## config.mk

```make
export PLATFORM = sky130hd
export DESIGN_NAME = sub_seq_slice
export DESIGN_NICKNAME = d
export VERILOG_FILES = /design/src/rtl/sub_seq_slice.sv
export SDC_FILE = /design/constraint.sdc
export NUM_CORES = 1
export LEC_CHECK = 0
export CAP_MARGIN = 10
export CORE_MARGIN = 4
export CORE_UTILIZATION = 35
export DETAILED_ROUTE_END_ITERATION = 16
export PLACE_DENSITY = 0.61
export SKIP_LAST_GASP = 1
export SLEW_MARGIN = 20
export SYNTH_ARGS = -nofsm -noshare
export SYNTH_HDL_FRONTEND = slang
export SYNTH_SLANG_ARGS = --single-unit
```

## constraint.sdc

```tcl
create_clock -name clk -period 6.9 [get_ports clk]
set_clock_uncertainty 0.15 [all_clocks]
set_input_delay 0.69 -clock clk [delete_from_list [all_inputs] [get_ports clk]]
set_output_delay 0.69 -clock clk [all_outputs]
set_load 0.03 [all_outputs]
```

## src/rtl/sub_seq_slice.sv

```systemverilog
// Slice-serial subtractor: d = a - b - bi, computed SLICE bits per clock,
// least significant slice first, with the borrow carried in a register
// between slices. Start/busy/done handshake; results are held until the
// next completion or reset.
module sub_seq_slice #(
    parameter int WIDTH = 32,
    parameter int SLICE = 4
) (
    input  logic             clk,
    input  logic             reset_n,
    input  logic             start,
    input  logic [WIDTH-1:0] a,
    input  logic [WIDTH-1:0] b,
    input  logic             bi,
    output logic             busy,
    output logic             done,
    output logic [WIDTH-1:0] d,
    output logic             bo,
    output logic             ov,
    output logic             z
);

    // state | meaning
    // IDLE  | waiting for start; outputs hold last result
    // RUN   | one slice per edge, cnt = slice index being processed
    // DONE  | done pulse cycle; start here is accepted back-to-back
    typedef enum logic [1:0] {
        IDLE = 2'd0,
        RUN  = 2'd1,
        DONE = 2'd2
    } state_t;

    localparam int N     = WIDTH / SLICE;
    localparam int CNT_W = (N > 1) ? $clog2(N) : 1;

    state_t               state;
    logic [CNT_W-1:0]     cnt;
    // Operands shift right one slice per edge so the active slice is always
    // the low SLICE bits; after the last shift the top slice's sign bits are
    // what remain at position SLICE-1.
    logic [WIDTH-1:0]     a_q;
    logic [WIDTH-1:0]     b_q;
    logic                 borrow_q;
    // Partial difference accumulates from the top down; it only becomes
    // visible on d once the final slice is merged in.
    logic [WIDTH-SLICE-1:0] acc_q;

    logic [SLICE:0]       sum;
    logic [WIDTH-1:0]     d_next;
    logic                 last_slice;

    // One slice of a - b - borrow, done as a + ~b + ~borrow.
    always_comb begin
        sum        = {1'b0, a_q[SLICE-1:0]} + {1'b0, ~b_q[SLICE-1:0]}
                   + {{SLICE{1'b0}}, ~borrow_q};
        d_next     = {sum[SLICE-1:0], acc_q};
        last_slice = (cnt == CNT_W'(N - 1));
    end

    // Sequencer, slice datapath and registered result outputs.
    always_ff @(posedge clk or negedge reset_n) begin
        if (!reset_n) begin
            state    <= IDLE;
            cnt      <= '0;
            a_q      <= '0;
            b_q      <= '0;
            borrow_q <= 1'b0;
            acc_q    <= '0;
            busy     <= 1'b0;
            done     <= 1'b0;
            d        <= '0;
            bo       <= 1'b0;
            ov       <= 1'b0;
            z        <= 1'b0;
        end else begin
            case (state)
                IDLE, DONE: begin
                    done <= 1'b0;
                    if (start) begin
                        a_q      <= a;
                        b_q      <= b;
                        borrow_q <= bi;
                        cnt      <= '0;
                        busy     <= 1'b1;
                        state    <= RUN;
                    end else begin
                        state <= IDLE;
                    end
                end
                RUN: begin
                    a_q      <= a_q >> SLICE;
                    b_q      <= b_q >> SLICE;
                    borrow_q <= ~sum[SLICE];
                    acc_q    <= d_next[WIDTH-1:SLICE];
                    cnt      <= cnt + CNT_W'(1);
                    if (last_slice) begin
                        state <= DONE;
                        busy  <= 1'b0;
                        done  <= 1'b1;
                        d     <= d_next;
                        bo    <= ~sum[SLICE];
                        ov    <= (a_q[SLICE-1] != b_q[SLICE-1])
                              && (sum[SLICE-1] != a_q[SLICE-1]);
                        z     <= (d_next == '0);
                    end
                end
                default: begin
                    state <= IDLE;
                    busy  <= 1'b0;
                    done  <= 1'b0;
                end
            endcase
        end
    end

endmodule

```

==> results.yml <==
status:
  outcome: "finished clean"
setup_path:
  worstSetupEndpointType: "flip-flop"
  cp-start-kind: "primary input"
  max_stage_delay_ns: 0.70
  crit_type: "in2reg"
  slowest_stage: "nand2_2"
  critPathTopFamily: "simple AND/OR/NAND/NOR gates"
  path_buf_inv: 2
  crit_arrival_ns: 2.88
  critPathMaxFanout: 58
  path_cells: "clkdlybuf4s50_1 -> nand2b_2 -> buf_4 -> nand2_2 -> nor2_1 -> nor2_1"
  required_ns: 7.04
  critPathMostFrequentCell: "nor2_1"
clock_tree:
  tritoncts: "yes"
  clockBufferDepth: 2
  clk_latency_ns: 0.42
  clk_pin_slew_ns: 0.05
  cts_root_buffer: "clkbuf_16"
  htreeDepth: 4
  numCtsBuffers: 17
  cts.sink_count: 134
  cts_setup_buffers: 0
  cts_resized: 0
  postCtsHoldBufs: 0
placement:
  placed_cells: 775
  hpwl_um: 8530
  place_congestion: 0.809
  portBuffers: 104
pwr:
  clock_power_share_pct: 24.8
  total_power_w: 0.00386
  seqPwrFrac_pct: 36.7
  combinationalPowerShare_pct: 38.5
  ir_worst_vdd_v: 0.000244
  switching_share_pct: 36.9
  power.switching_w: 0.00142
  leakage_nw: 3.22
  p_int_w: 0.00244
  power_density_nw_per_um2: 538
die:
  floorplan.initialDensity_pct: 35.6
  die_area_um2: 17400
  io_pins: 105
  die_h_um: 132
  placementRows: 45
  die_w_um: 132
  core_um2: 15100
sta:
  min_period_over_period_pct: 39.6
  max_freq_mhz: 366
  rsz0062_at_grt: "false"
  final.setup.tns_ns: 0
  hold_viol: 0
  finalMaxSlewViolations: 0
  min_period_ns: 2.73
  worst_slew_pin_slew_ns: 1.05
  setup_viol: 0
  slew-limit-headroom_pct: 29.8
global_route:
  grt_pass1_wl_um: 21500
  grt_pass1_vias: 4220
  grt_util_all_layers_pct: 15.4
  overflow: 0
  grt_max_degree: 91
  grt_antenna_before_repair: 0
finish:
  instances_no_fill: 806
  syn_to_final_growth_pct: 33.4
  final_common_cell: "dfrtp_1"
  layout-drive-gt1-share_pct: 11.2
  final_cell_mix: "134 x dfrtp_1, 107 x nor2_1, 103 x clkdlybuf4s50_1, 89 x nand2_1, 56 x o22ai_1"
  fin_util_pct: 47.5
  num_antenna_cells: 0
  finalNetCount: 681
hold_path:
  hold_path.class: "in2async"
synth:
  synth_cells: 509
  synthSimpleGateAreaFrac_pct: 15.6
  ys.flop_type: "dfrtp_1"
  synth_edf_count: 0
  synth-compound-area-share_pct: 10.2
  yosysWarnings: 0
  synth_top_family_by_area: "simple AND/OR/NAND/NOR gates"
  muxShareOfSynthArea_pct: 6.41
  synth_xor_area_share_pct: 0.488
  async_reset_ff_share_pct: 100
  ys_ff_latch: 134
  syn_area_um2: 5390
  synth_cell_types: 32
  syn_nets: 584
  synth-seq-area-share_pct: 62.2
  synth_fa_ha_area_share_pct: 1.90
  syn_area_per_cell_um2: 10.6
drt:
  antenna_left: 0
  vias_per_cell: 4.97
  drc: 0
  drt-pass1-iter-count: 5
  drt-wirelength-per-cell_um: 15.8
  vias: 4006
  wl_um: 12700
  first_iter_violations: 287
flow_run:
  maxCapViolCount: 0
## power by group through the flow
stage          clock network, W  registers, W  logic [W]
3_5_place_dp                  0       0.00143    0.00151
6_report               0.000957       0.00142    0.00149
2_1_floorplan                 0       0.00155   0.000861
4_1_cts                0.000974       0.00142    0.00151
3_3_place_gp                  0       0.00142    0.00147
5_1_grt                 0.00101       0.00147    0.00166
## synthesized netlist by cell type, types with 2 or more instances
| cell | number | area share, % |
|---|---|---|
| inv_1 | 6 | 0.42 |
| o21ai_0 | 10 | 0.93 |
| xnor2_1 | 3 | 0.49 |
| buf_2 | 19 | 1.8 |
| mux2_4 | 2 | 0.56 |
| nand2_1 | 90 | 6.3 |
| ha_1 | 5 | 1.2 |
| nor4_1 | 6 | 0.70 |
| a21oi_1 | 6 | 0.56 |
| fa_1 | 2 | 0.74 |
| dfrtp_1 | 134 | 62 |
| nand2b_1 | 2 | 0.23 |
| o22ai_1 | 56 | 6.5 |
| mux2_2 | 28 | 5.9 |
| clkbuf_1 | 5 | 0.35 |
| buf_1 | 4 | 0.28 |
| nor2_1 | 107 | 7.5 |
| a22o_1 | 10 | 1.6 |
## metrics by stage
step	hold slack, ns	area, um2	setup WS [ns]
3_5_place_dp	0.335	6560	3.78
3_3_place_gp	0.323	6560	3.83
2_1_floorplan	0.244	5390	4.73
6_report	0.140	7190	4.17
4_1_cts	0.155	7190	4.20
5_1_grt	0.190	7190	3.91
## final cells by class
class                           count  area, um2
Clock inverter                     11        180
Tap cell                          188        235
Multi-Input combinational cell    339       1880
Sequential cell                   134       3350
Fill cell                        1369       7960
Inverter                            6       22.5
Clock buffer                       20        447
Timing Repair Buffer              108       1070
## per-layer routing
metal	up-vias	global-route usage (%)	share of wire, %
met5	-	0	0
met3	7	5.84	5.6
met4	0	4.08	0.49
met2	111	23.8	48
met1	1949	20.3	46
li1	1939	-	-
## worst paths after layout
check                      startpoint        end  slack [ns]  depth (start not counted)
setup / recovery                start     b_q[7]        4.17                          6
hold / removal                reset_n      d[24]        0.14                          1
setup reg to reg             state[0]     b_q[7]        4.21                          5
hold reg to reg                b_q[5]     b_q[5]        0.34                          2
max in group asynchronous     reset_n  acc_q[24]        5.23                          2
min in group clk               b_q[5]     b_q[5]        0.34                          2
## kinds of logic (layout without fill, tap and decap cells)
kind of cell             count (synthesis)  in the layout
multiplexers                            30             30
buffers and inverters                   36            145
AO/OA/AOI/OAI                           86             86
flip-flops                             134            134
adder cells (fa/ha/maj)                  7              7
XOR/XNOR                                 3              3
AND/OR/NAND/NOR                        213            213
## sequential cells by signal, summed over array words and instances (netlist names)
| name | cells |
|---|---|
| a_q | 32 |
| b_q | 32 |
| d | 32 |
| acc_q | 28 |
| cnt | 3 |
| bo | 1 |
| borrow_q | 1 |
| busy | 1 |
| done | 1 |
| ov | 1 |
| state | 1 |
| z | 1 |
Power figures use the tool's default switching activity.
